==> config.mk <==
export PLATFORM = sky130hd
export DESIGN_NAME = wash_sequencer
export DESIGN_NICKNAME = d
export VERILOG_FILES = /design/src/rtl/wash_pkg.sv /design/src/rtl/sec_tick.sv /design/src/rtl/wash_sequencer.sv
export SDC_FILE = /design/constraint.sdc
export NUM_CORES = 1
export LEC_CHECK = 0
export ABC_CLOCK_PERIOD_IN_PS = 4900
export CORE_ASPECT_RATIO = 1.75
export CORE_UTILIZATION = 30
export DETAILED_ROUTE_END_ITERATION = 6
export MAX_ROUTING_LAYER = met4
export RECOVER_POWER = 25
export SLEW_MARGIN = 10
export SYNTH_ARGS = -nofsm -noshare
export SYNTH_HDL_FRONTEND = slang
export SYNTH_SLANG_ARGS = --single-unit
==> constraint.sdc <==
create_clock -name clk -period 4.9 [get_ports clk]
set_input_delay 0.98 -clock clk [delete_from_list [all_inputs] [get_ports clk]]
set_output_delay 0.98 -clock clk [all_outputs]
set_load 0.02 [all_outputs]
==> src/rtl/wash_pkg.sv <==
// Shared encodings, default phase durations and model/phase lookup for the wash sequencer.
// Pure declarations and functions; no timing or flow control of its own.
package wash_pkg;

  typedef enum logic [2:0] {
    MODEL_WRS = 3'b000,
    MODEL_W   = 3'b001,
    MODEL_WR  = 3'b010,
    MODEL_R   = 3'b011,
    MODEL_RS  = 3'b100,
    MODEL_S   = 3'b101
  } model_e;

  typedef enum logic [1:0] {
    PROG_WASH  = 2'b00,
    PROG_RINSE = 2'b01,
    PROG_SPIN  = 2'b10
  } prog_e;

  typedef enum logic [1:0] {
    RS_IDLE  = 2'b00,
    RS_RUN   = 2'b01,
    RS_PAUSE = 2'b10
  } run_state_e;

  typedef enum logic [1:0] {
    ST_IDLE,
    ST_RUN,
    ST_PAUSE,
    ST_DONE
  } state_e;

  localparam int DEF_TICK_DIV = 100_000_000;
  localparam int DEF_WASH_T   = 9;
  localparam int DEF_RINSE_T  = 6;
  localparam int DEF_SPIN_T   = 3;

  typedef struct packed {
    prog_e      first;
    prog_e      next;
    logic       has_next;
    logic [7:0] total;
  } model_info_t;

  function automatic model_e model_succ(model_e m);
    model_e r;
    case (m)
      MODEL_WRS: r = MODEL_W;
      MODEL_W:   r = MODEL_WR;
      MODEL_WR:  r = MODEL_R;
      MODEL_R:   r = MODEL_RS;
      MODEL_RS:  r = MODEL_S;
      default:   r = MODEL_WRS;
    endcase
    return r;
  endfunction

  function automatic logic [7:0] phase_dur(prog_e p, logic [7:0] wt, logic [7:0] rt,
                                           logic [7:0] st);
    logic [7:0] d;
    case (p)
      PROG_WASH:  d = wt;
      PROG_RINSE: d = rt;
      default:    d = st;
    endcase
    return d;
  endfunction

  // Phases always run in wash -> rinse -> spin order; a model is a contiguous subset.
  function automatic model_info_t model_info(model_e m, prog_e cur, logic [7:0] wt,
                                             logic [7:0] rt, logic [7:0] st);
    model_info_t info;
    logic uses_w, uses_r, uses_s;
    uses_w = m inside {MODEL_WRS, MODEL_W, MODEL_WR};
    uses_r = m inside {MODEL_WRS, MODEL_WR, MODEL_R, MODEL_RS};
    uses_s = m inside {MODEL_WRS, MODEL_RS, MODEL_S};
    info.first    = uses_w ? PROG_WASH : (uses_r ? PROG_RINSE : PROG_SPIN);
    info.total    = (uses_w ? wt : 8'd0) + (uses_r ? rt : 8'd0) + (uses_s ? st : 8'd0);
    info.next     = cur;
    info.has_next = 1'b0;
    if (cur == PROG_WASH && uses_r) begin
      info.next     = PROG_RINSE;
      info.has_next = 1'b1;
    end else if (cur == PROG_RINSE && uses_s) begin
      info.next     = PROG_SPIN;
      info.has_next = 1'b1;
    end
    return info;
  endfunction

endpackage

==> src/rtl/sec_tick.sv <==
// Free-running 0..TICK_DIV-1 divider producing a one-cycle tick on the terminal count.
// Tick is combinational from the count; count holds whenever enable is low.
module sec_tick #(
  parameter int TICK_DIV = 100_000_000
) (
  input  logic clk,
  input  logic reset,
  input  logic clear,
  input  logic enable,
  output logic tick
);

  localparam int            CW   = (TICK_DIV > 2) ? $clog2(TICK_DIV) : 1;
  localparam logic [CW-1:0] LAST = CW'(TICK_DIV - 1);

  logic [CW-1:0] cnt_q, cnt_d;

  always_comb begin
    tick  = enable && (cnt_q == LAST);
    cnt_d = cnt_q;
    if (clear) begin
      cnt_d = '0;
    end else if (enable) begin
      cnt_d = tick ? '0 : cnt_q + CW'(1);
    end
  end

  always_ff @(posedge clk) begin
    if (reset) begin
      cnt_q <= '0;
    end else begin
      cnt_q <= cnt_d;
    end
  end

endmodule

==> src/rtl/wash_sequencer.sv <==
// Wash-cycle program sequencer: model select, phase timing on a 1 Hz tick, run/pause/done.
// All outputs registered; a request pulse is reflected one cycle after the edge that samples it.
module wash_sequencer
  import wash_pkg::*;
#(
  parameter int TICK_DIV = DEF_TICK_DIV,
  parameter int WASH_T   = DEF_WASH_T,
  parameter int RINSE_T  = DEF_RINSE_T,
  parameter int SPIN_T   = DEF_SPIN_T
) (
  input  logic       clk,
  input  logic       reset,
  input  logic       power_on,
  input  logic       start_req,
  input  logic       model_req,
  output logic [2:0] current_model,
  output logic [1:0] current_program,
  output logic [1:0] run_state,
  output logic       finish,
  output logic [7:0] remain_s,
  output logic [7:0] phase_remain_s
);

  localparam logic [7:0] WASH_D  = 8'(WASH_T);
  localparam logic [7:0] RINSE_D = 8'(RINSE_T);
  localparam logic [7:0] SPIN_D  = 8'(SPIN_T);

  state_e      state_q, state_d;
  model_e      model_q, model_d, model_sel;
  prog_e       prog_q, prog_d;
  run_state_e  run_state_q, run_state_d;
  logic        finish_q, finish_d;
  logic [7:0]  remain_q, remain_d;
  logic [7:0]  phase_q, phase_d;
  model_info_t info;
  logic        tick;
  logic        div_clear;

  sec_tick #(.TICK_DIV(TICK_DIV)) u_sec_tick (
    .clk    (clk),
    .reset  (reset),
    .clear  (div_clear || !power_on),
    .enable (state_q == ST_RUN),
    .tick   (tick)
  );

  always_comb begin
    state_d     = state_q;
    model_d     = model_q;
    prog_d      = prog_q;
    run_state_d = run_state_q;
    finish_d    = finish_q;
    remain_d    = remain_q;
    phase_d     = phase_q;
    div_clear   = 1'b0;

    // The model whose info is needed this cycle: the stepped one in IDLE, 000 on leaving DONE.
    model_sel = model_q;
    if (state_q == ST_IDLE && model_req && !start_req) begin
      model_sel = model_succ(model_q);
    end else if (state_q == ST_DONE && start_req) begin
      model_sel = MODEL_WRS;
    end
    info = model_info(model_sel, prog_q, WASH_D, RINSE_D, SPIN_D);

    case (state_q)
      ST_IDLE: begin
        model_d  = model_sel;
        prog_d   = info.first;
        remain_d = info.total;
        phase_d  = 8'd0;
        if (start_req) begin
          state_d     = ST_RUN;
          run_state_d = RS_RUN;
          phase_d     = phase_dur(info.first, WASH_D, RINSE_D, SPIN_D);
          div_clear   = 1'b1;
        end
      end
      ST_RUN: begin
        if (tick) begin
          if (remain_q != 8'd0) remain_d = remain_q - 8'd1;
          if (phase_q > 8'd1) begin
            phase_d = phase_q - 8'd1;
          end else if (info.has_next) begin
            prog_d  = info.next;
            phase_d = phase_dur(info.next, WASH_D, RINSE_D, SPIN_D);
          end else begin
            state_d  = ST_DONE;
            finish_d = 1'b1;
            remain_d = 8'd0;
            phase_d  = 8'd0;
          end
        end
        // A start on the final tick is dropped: DONE takes precedence.
        if (start_req && state_d == ST_RUN) begin
          state_d     = ST_PAUSE;
          run_state_d = RS_PAUSE;
        end
      end
      ST_PAUSE: begin
        if (start_req) begin
          state_d     = ST_RUN;
          run_state_d = RS_RUN;
        end
      end
      default: begin
        if (start_req) begin
          state_d     = ST_IDLE;
          model_d     = model_sel;
          prog_d      = info.first;
          remain_d    = info.total;
          phase_d     = 8'd0;
          run_state_d = RS_IDLE;
          finish_d    = 1'b0;
        end
      end
    endcase
  end

  always_ff @(posedge clk) begin
    if (reset || !power_on) begin
      state_q     <= ST_IDLE;
      model_q     <= MODEL_WRS;
      prog_q      <= PROG_WASH;
      run_state_q <= RS_IDLE;
      finish_q    <= 1'b0;
      remain_q    <= 8'd0;
      phase_q     <= 8'd0;
    end else begin
      state_q     <= state_d;
      model_q     <= model_d;
      prog_q      <= prog_d;
      run_state_q <= run_state_d;
      finish_q    <= finish_d;
      remain_q    <= remain_d;
      phase_q     <= phase_d;
    end
  end

  assign current_model   = model_q;
  assign current_program = prog_q;
  assign run_state       = run_state_q;
  assign finish          = finish_q;
  assign remain_s        = remain_q;
  assign phase_remain_s  = phase_q;

endmodule

==> qor.txt, run 1 <==
status: finished clean
layout cells sized above 1: 0.0612
Top Ports: 29
final net count: 439
Worst setup EP type: register
syn nets: 422
Critical Path AT: 3400 ps
WP data required: 5100 ps
die width: 80.2 um
Final Hold Vio Count: 0
Root Buffer: clkbuf_16
crit start category: primary input
Vias/cell: 5.32
diode count: 0
row count: 49
launching point of the worst reg2reg path: state_q[1]
critical path, cell by cell: dlygate4sd3_1 > nand3b_1 > a2bb2oi_1 > o2111ai_4 > a21oi_2 > a21oi_1 > o32ai_1
RePlAce Congestion: 0.870
per-cell routed wire length: 14.4 um
Slowest-stage cell, CP: dlygate4sd3_1
Initial DRC Count: 135
most common library cells after synthesis: nor2_1, dfxtp_1, nand2_1, a21oi_1
vias: 2,937
count leader, synth: nor2_1
CTS tree: done
Max VDD drop: 352 uV
synthesized cell area: 3210 sq um
Post-synth EDFFs: 0
power density over the cells: 279 nW/um^2
core area: 10,400 sq um
TritonCTS Buffers: 5
Yosys top cell area share: 0.330
Slew HR: 0.379
Leak: 1.33 nW
non-filler cells, final: 552
CP max FO: 14
global-route congestion overflow total: 0
vias in the first global route: 2,776
worst hold path startpoint: run_state[1]
die area: 11,100 sq um
synthesized instance count: 407
Fill cells: 1,051
Sink Count: 53
area grow syn2layout: 16.6%
TNS Setup: 0 ps
Avg Cell Area, Syn: 7.89 sq um
Reg clk slew, reported paths: 70 ps
asr flop ratio synth: 0
CTS hold repair buffers: 0
synth top area cells: dfxtp_1, nor2_1, xor2_1
endpoints failing setup: 0
initial core utilization: 0.310
actual slew at the worst max-slew pin: 929 ps
Worst Setup SP: start_req
CP Class: primary input to register
Post-CTS Setup Inserts: 0
clock buffer depth: 2
max cap viols: 0
YS warnings: 0
Total GRT Usage: 0.156
port bufs: 28
initial antenna violation count: 0
die span in y: 139 um
post-route ant nets: 0
HPWL after DPL: 5870 um
clk_skew: 4.37 ps
Most used DFF post-synth: dfxtp_1
# DRC: 0
Fin Hold WS: 458 ps
Tcrit/Tclk final: 0.653
Synth Register Bits: 53
slowest cell delay on critical path: 760 ps
Synth cell types: 59
first-pass GRT wire length: 13,500 um
post-CTS resize count: 0
Fmax: 313 MHz
largest net degree at the start of global routing: 30
Yosys top cell by area: dfxtp_1
Final Slew Violations: 0
1st-pass router iterations: 4
Seq/Total Area, Yosys: 0.330
# placed instances: 544
Final min period: 3200 ps
hold crit path type: register to register
worst skew pair latency: 300 ps
final WL: 7950 um
htree depth: 2
RSZ-0062 raised after global routing: false
layer usage:
| metal | track usage | vias to the layer above | wire length [um] |
|---|---|---|---|
| li1 | - | 1488 | - |
| met1 | 0.184 | 1370 | 3430 |
| met2 | 0.262 | 63 | 4140 |
| met3 | 0.0217 | 16 | 192 |
| met4 | 0.0639 | 0 | 191 |
| met5 | - | - | 0 |
power by group:
| part | switching, W | internal (W) |
|---|---|---|
| registers | 0.0000101 | 0.000436 |
| clock network | 0.000169 | 0.000295 |
| logic | 0.0000829 | 0.0000513 |
| total | 0.000262 | 0.000783 |
per-stage QoR:
stage / total power [W] / setup WS [ps] / utilization / area [sq um]
6_report: 0.00105 / 1700 / 0.361 / 3740
5_1_grt: 0.00109 / 1550 / 0.361 / 3740
4_1_cts: 0.00106 / 1780 / 0.361 / 3740
3_5_place_dp: 0.000593 / 1470 / 0.343 / 3550
3_3_place_gp: 0.000592 / 1510 / 0.343 / 3550
2_1_floorplan: 0.000558 / 2500 / - / 3210
layout by cell type (no fill, tap or decap), types with 3 or more instances in the layout:
cell type	n
xnor2_1	9
o211ai_1	4
clkdlybuf4s50_1	10
a22oi_1	6
nor2_1	62
a32oi_1	3
o21ai_0	13
o2bb2ai_1	3
or3_1	4
inv_1	13
a21oi_1	26
nand3_1	22
a31oi_1	5
nand4_1	14
nor2b_1	3
dlygate4sd3_1	18
nor4_1	5
and2_1	3
ha_1	10
nand2_1	38
and4_1	5
xor2_1	22
nor3_1	16
clkbuf_16	5
o21ai_1	3
nand2b_1	3
and3_1	3
dfxtp_1	53
critical path, delay by kind of cell:
family          cells  cell delay, ps
compound gates      5            1220
buf+inv             1             760
simple gates        1             430
final timing paths:
kind,end,slack (ps),depth (start not counted)
worst min register to register,run_state[1],460,2
worst max-delay path,remain_s[2],1700,7
worst max register to register,u_sec_tick.cnt_q[19],2180,8
worst min-delay path,run_state[1],460,2
kinds of logic after synthesis:
kind of cell,count (synthesis),share of synthesized area
AO/OA/AOI/OAI,82,0.178
multiplexers,2,0.00624
flip-flops,53,0.330
XOR/XNOR,31,0.0846
adder cells (fa/ha/maj),10,0.0390
AND/OR/NAND/NOR,196,0.311
buffers and inverters,33,0.0511
registers in the layout (all words and copies together), names as in the netlist:
register          flops
run_state             2
u_sec_tick.cnt_q     27
current_program       2
current_model         3
finish                1
phase_remain_s        8
state_q               2
remain_s              8
cell type report:
| class | count | area [sq um] | area share |
|---|---|---|---|
| Clock inverter | 3 | 68.8 | 0.0184 |
| Sequential cell | 53 | 1060 | 0.283 |
| Inverter | 13 | 48.8 | 0.0130 |
| Clock buffer | 5 | 125 | 0.0334 |
| Timing Repair Buffer | 30 | 295 | 0.0789 |
| Tap cell | 127 | 159 | 0.0424 |
| Multi-Input combinational cell | 321 | 1990 | 0.530 |
(Power assumes the default switching activity.)
==> run 2: changes to the inputs <==
ABC_CLOCK_PERIOD_IN_PS = 3000   (was 4900)
clock period = 3 ns   (was 4.9 ns; I/O delays follow)
==> run 2 against run 1 <==
Net effect:
- design area rose by 0.30%
- worst hold slack got worse by 4.6 ps
- routed wire length barely moved
- clock skew rose by 2.9 ps
- critical endpoint is now u_sec_tick.cnt_q[13]
- largest cell class unchanged
==> qor.txt, run 2 (same netlist as run 1, synthesis figures left out) <==
core area: 10,400 sq um (unchanged)
per-cell routed wire length: 14.2 um (-1.1%)
1st-pass router iterations: 4 (unchanged)
Tcrit/Tclk final: 0.843
Worst setup EP type: register
WP data required: 3140 ps (-1960 ps)
critical path, cell by cell: clkdlybuf4s50_1 > clkbuf_1 > nand2_1 > nand3_1 > clkbuf_1 > nor2_1
largest net degree at the start of global routing: 29 (-3.3%)
Total GRT Usage: 0.154 (-0.00231)
vias: 2,996 (+2.0%)
TritonCTS Buffers: 5 (unchanged)
Final min period: 2530 ps
crit start category: primary input
RePlAce Congestion: 0.864 (-0.68%)
htree depth: 2 (unchanged)
die span in y: 139 um (unchanged)
HPWL after DPL: 5980 um (+1.7%)
Sink Count: 53 (unchanged)
slowest cell delay on critical path: 750 ps (about the same)
first-pass GRT wire length: 13,500 um (-0.35%)
initial antenna violation count: 0 (unchanged)
Final Slew Violations: 0 (unchanged)
Fmax: 396 MHz
clock buffer depth: 2 (unchanged)
status: finished clean
final net count: 445 (+1.4%)
Top Ports: 29 (unchanged)
Root Buffer: clkbuf_16
max reg flops: 27 (unchanged)
final setup margin: 472 ps (-1230 ps)
Leak: 1.32 nW (-0.65%)
die area: 11,100 sq um (unchanged)
vias in the first global route: 2,955 (+6.4%)
most used cell along the critical path: clkbuf_1
CP max FO: 25 (+11)
commonest cells after routing, fill and taps aside: nor2_1, dfxtp_1, nand2_1
Slowest-stage cell, CP: clkbuf_1
Reg clk slew, reported paths: 70 ps (about the same)
post-route ant nets: 0 (unchanged)
# DRC: 0 (unchanged)
Final Hold Vio Count: 0 (unchanged)
clk_skew: 7.25 ps (+2.88 ps)
layout cells sized above 1: 0.0673 (+0.00611)
endpoints failing setup: 0 (unchanged)
max cap viols: 0 (unchanged)
CTS hold repair buffers: 0 (unchanged)
Vias/cell: 5.37 (+0.91%)
diode count: 0 (unchanged)
final WL: 7940 um (about the same)
CTS tree: done
initial core utilization: 0.310 (unchanged)
row count: 49 (unchanged)
RSZ-0062 raised after global routing: false
Post-CTS Setup Inserts: 0 (unchanged)
Fin Hold WS: 454 ps (-4.57 ps)
hold crit path type: register to register
power density over the cells: 430 nW/um^2 (+54%)
port bufs: 28 (unchanged)
final core utilization: 0.362 (+0.00109)
Top reg by flops: u_sec_tick.cnt_q
Critical Path AT: 2670 ps (-730 ps)
post-CTS resize count: 0 (unchanged)
CP Class: primary input to register
die width: 80.2 um (unchanged)
global-route congestion overflow total: 0 (unchanged)
Max VDD drop: 467 uV (+33%)
area grow syn2layout: 17.0%
Fill cells: 1,059 (+0.76%)
actual slew at the worst max-slew pin: 1010 ps (+79.6 ps)
worst skew pair latency: 290 ps (about the same)
dpl ws: 252 ps (-1220 ps)
Initial DRC Count: 131 (-3.0%)
TNS Setup: 0 ps (unchanged)
most common cell after layout, fill and taps aside: nor2_1
Slew HR: 0.328 (-0.0513)
==> run 2: cell count changes in the layout (fill, tap and decap cells not counted) <==
cell / delta
clkdlybuf4s50_1: +6
dlygate4sd3_1: -6
clkbuf_1: +3
inv_6: -1
clkinv_4: +1
bufinv_16: -1
buf_4: +4
==> run 2: where the power goes <==
part / total [W] / internal (W) / switching (W)
clock network: 0.000657 / 0.000396 / 0.000261
registers: 0.000729 / 0.000713 / 0.0000157
logic: 0.000229 / 0.0000885 / 0.000140
==> run 2: per-layer routing <==
layer,track usage,wire length [um],vias to the layer above
met3,0.0224,173,18
met1,0.165,3310,1419
met5,-,0,-
met2,0.271,4240,56
li1,-,-,1503
met4,0.0714,228,0
==> run 2: cell type report <==
| cell class | count | area (sq um) | share of cell area |
|---|---|---|---|
| tap | 127 | 159 | 0.0423 |
| inverter | 13 | 48.8 | 0.0130 |
| clock inverter | 2 | 38.8 | 0.0103 |
| timing repair buffer | 36 | 333 | 0.0886 |
| multi-input combinational | 321 | 1990 | 0.529 |
| sequential | 53 | 1060 | 0.283 |
| clock buffer | 6 | 129 | 0.0343 |
==> run 2: path summary, 6_finish.rpt <==
path                startpoint              endpoint  slack, ps  cells past startpoint
setup / recovery     start_req  u_sec_tick.cnt_q[13]        470                      6
hold / removal    run_state[1]          run_state[1]        450                      2
setup reg to reg    state_q[0]           remain_s[2]        530                      8
hold reg to reg   run_state[1]          run_state[1]        450                      2
==> run 2: per-stage QoR <==
step | instance area, sq um | total power, W | std cells
after CTS | 3760 | 0.00164 | 558
after global placement | 3590 | 0.000974 | 550
after floorplan | 3210 | 0.000911 | 407
after detailed placement | 3590 | 0.000976 | 550
final | 3750 | 0.00161 | 558
after global routing | 3750 | 0.00168 | 558
==> run 2: worst max-delay path: cells and delay by family <==
family | cells | cell delay [ps]
simple gates | 3 | 460
buf+inv | 3 | 1600
==> run 3: changes to the inputs <==
ABC_CLOCK_PERIOD_IN_PS = 2140   (was 3000)
clock period = 2.14 ns   (was 3 ns; I/O delays follow)
==> run 3 against run 2 <==
Net effect:
- non-clock buffer count up 51
- power is 53% higher
- critical path depth is 2 higher
- clock skew grew 3.2 ps
- worst hold slack gained 7.3 ps
- setup slack worse by 450 ps
==> qor.txt, run 3 (same netlist as run 1, synthesis figures left out) <==
status: finished clean
most common cell after layout, fill and taps aside: nor2_1
Fmax: 473 MHz
Root Buffer: clkbuf_16
endpoints failing setup: 0 (unchanged)
layout cells sized above 1: 0.191 (+0.124)
# placed instances: 599 (+8.9%)
slowest cell delay on critical path: 530 ps (-220 ps)
initial antenna violation count: 0 (unchanged)
Final Hold Vio Count: 0 (unchanged)
max reg flops: 27 (unchanged)
WP data required: 2340 ps (-800 ps)
launching point of the worst reg2reg path: phase_remain_s[2]
per-cell routed wire length: 14.8 um (+4.0%)
worst skew pair latency: 310 ps (+20 ps)
TNS Setup: 0 ps (unchanged)
power density over the cells: 586 nW/um^2 (+36%)
Slowest-stage cell, CP: or4_4
Max VDD drop: 660 uV (+41%)
R2R depth: 8 (unchanged)
CTS tree: done
first-pass GRT wire length: 15,000 um (+11%)
CP Class: register to register
clock buffer depth: 2 (unchanged)
vias: 3,194 (+6.6%)
clk_skew: 10.4 ps (+3.19 ps)
Final min period: 2110 ps
crit start category: register
area grow syn2layout: 31.6%
Tot Pwr: 0.00248 W (+53%)
die area: 11,100 sq um (unchanged)
largest net degree at the start of global routing: 26 (-10%)
Vias/cell: 5.24 (-2.3%)
initial core utilization: 0.310 (unchanged)
Fill cells: 1,063 (+0.38%)
HPWL after DPL: 6900 um (+16%)
Reg clk slew, reported paths: 70 ps (about the same)
vias in the first global route: 3,208 (+8.6%)
die span in y: 139 um (unchanged)
Sink Count: 53 (unchanged)
R2R Setup Slk: 30 ps (-500 ps)
hold crit path type: register to register
1st-pass router iterations: 4 (unchanged)
port bufs: 28 (unchanged)
post-place instance area: 3990 sq um (+11%)
commonest cells after routing, fill and taps aside: nor2_1, buf_4, dfxtp_1
TritonCTS Buffers: 5 (unchanged)
Total GRT Usage: 0.177 (+0.0230)
final net count: 496 (+11%)
die width: 80.2 um (unchanged)
CP max FO: 3 (-88%)
Initial DRC Count: 148 (+13%)
max cap viols: 0 (unchanged)
row count: 49 (unchanged)
Critical Path AT: 2310 ps (-360 ps)
Final Slew Violations: 0 (unchanged)
final WL: 9020 um (+14%)
Slew HR: 0.628 (+0.300)
reg-to-reg critical path endpoint: phase_remain_s[2]
RePlAce Congestion: 0.883 (+2.2%)
diode count: 0 (unchanged)
actual slew at the worst max-slew pin: 559 ps (-450 ps)
htree depth: 2 (unchanged)
Design Area, Final: 4230 sq um (+13%)
Top reg by flops: u_sec_tick.cnt_q
# DRC: 0 (unchanged)
worst hold path startpoint: run_state[1]
global-route congestion overflow total: 0 (unchanged)
non-filler cells, final: 609 (+9.1%)
FF/Latch Area: 1070 sq um (+0.71%)
final core utilization: 0.408 (+0.0455)
WHS Path Cells: 2 (unchanged)
Multi-input gate area: 2020 sq um (+2.0%)
Worst setup EP type: register
core area: 10,400 sq um (unchanged)
Leak: 1.60 nW (+21%)
RSZ-0062 raised after global routing: true
worst hold endpoint: run_state[1]
post-route ant nets: 0 (unchanged)
critical path, cell by cell: or4_4 > or4_4 > a21oi_4 > buf_4 > buf_4 > a21oi_1 > a21oi_1 > o2bb2ai_1
Top Ports: 29 (unchanged)
Tcrit/Tclk final: 0.988
==> run 3: cell types whose count changed in the layout (fill, tap and decap cells not counted), moves of 2 or more <==
cell	change
nand3_2	+2
dfxtp_2	+3
dfxtp_1	-4
nand3_1	-2
buf_4	+50
clkbuf_1	-2
==> run 3: how the worst max path moves through the flow <==
stage | from | endpoint | depth (start not counted)
CTS | phase_remain_s[2] | state_q[1] | 6
global placement | start_req | remain_s[2] | 8
finish | phase_remain_s[2] | phase_remain_s[2] | 8
detailed placement | start_req | state_q[1] | 8
floorplan | state_q[0] | phase_remain_s[0] | 9
global route | phase_remain_s[2] | finish | 7
==> run 3: final cells by class <==
cell class | instances | share of cell area
Multi-Input combinational cell | 321 | 0.479
Sequential cell | 53 | 0.253
Clock inverter | 3 | 0.0154
Tap cell | 127 | 0.0376
Inverter | 13 | 0.0115
Clock buffer | 5 | 0.0296
Timing Repair Buffer | 87 | 0.174
==> run 3: report_power, final <==
| group | internal, W | switching [W] | total [W] |
|---|---|---|---|
| Sequential | 0.000999 | 0.0000179 | 0.00102 |
| Clock | 0.000668 | 0.000378 | 0.00105 |
| Combinational | 0.000189 | 0.000225 | 0.000414 |
| Total | 0.00186 | 0.000621 | 0.00248 |
==> run 3: critical path: cells and delay by family, from the launching register on <==
family          cells  cell delay (ps)
buf+inv             2              250
flops               1              320
compound gates      4              420
simple gates        2             1000
==> run 3: per-layer routing <==
metal  GRT usage  up-vias  routed length [um]
li1            -     1602                   -
met1       0.171     1532                3500
met2       0.331       44                5080
met3      0.0289       16                 199
met4      0.0808        0                 244
met5           -        -                   0
==> run 3: per-stage QoR <==
stage	hold slack [ps]	setup WS [ps]
finish	461	26.6
global route	470	-23.4
CTS	470	-17.5
detailed placement	460	-242
global placement	454	-194
floorplan	455	13.7
==> run 3: repair_timing <==
action | 4_1_cts | 5_1_grt
setup buffers | 1 | 1
resized for setup | 0 | 9
hold buffers | 0 | 0
setup endpoints to repair | 3 | 14
pin swaps | 0 | 4
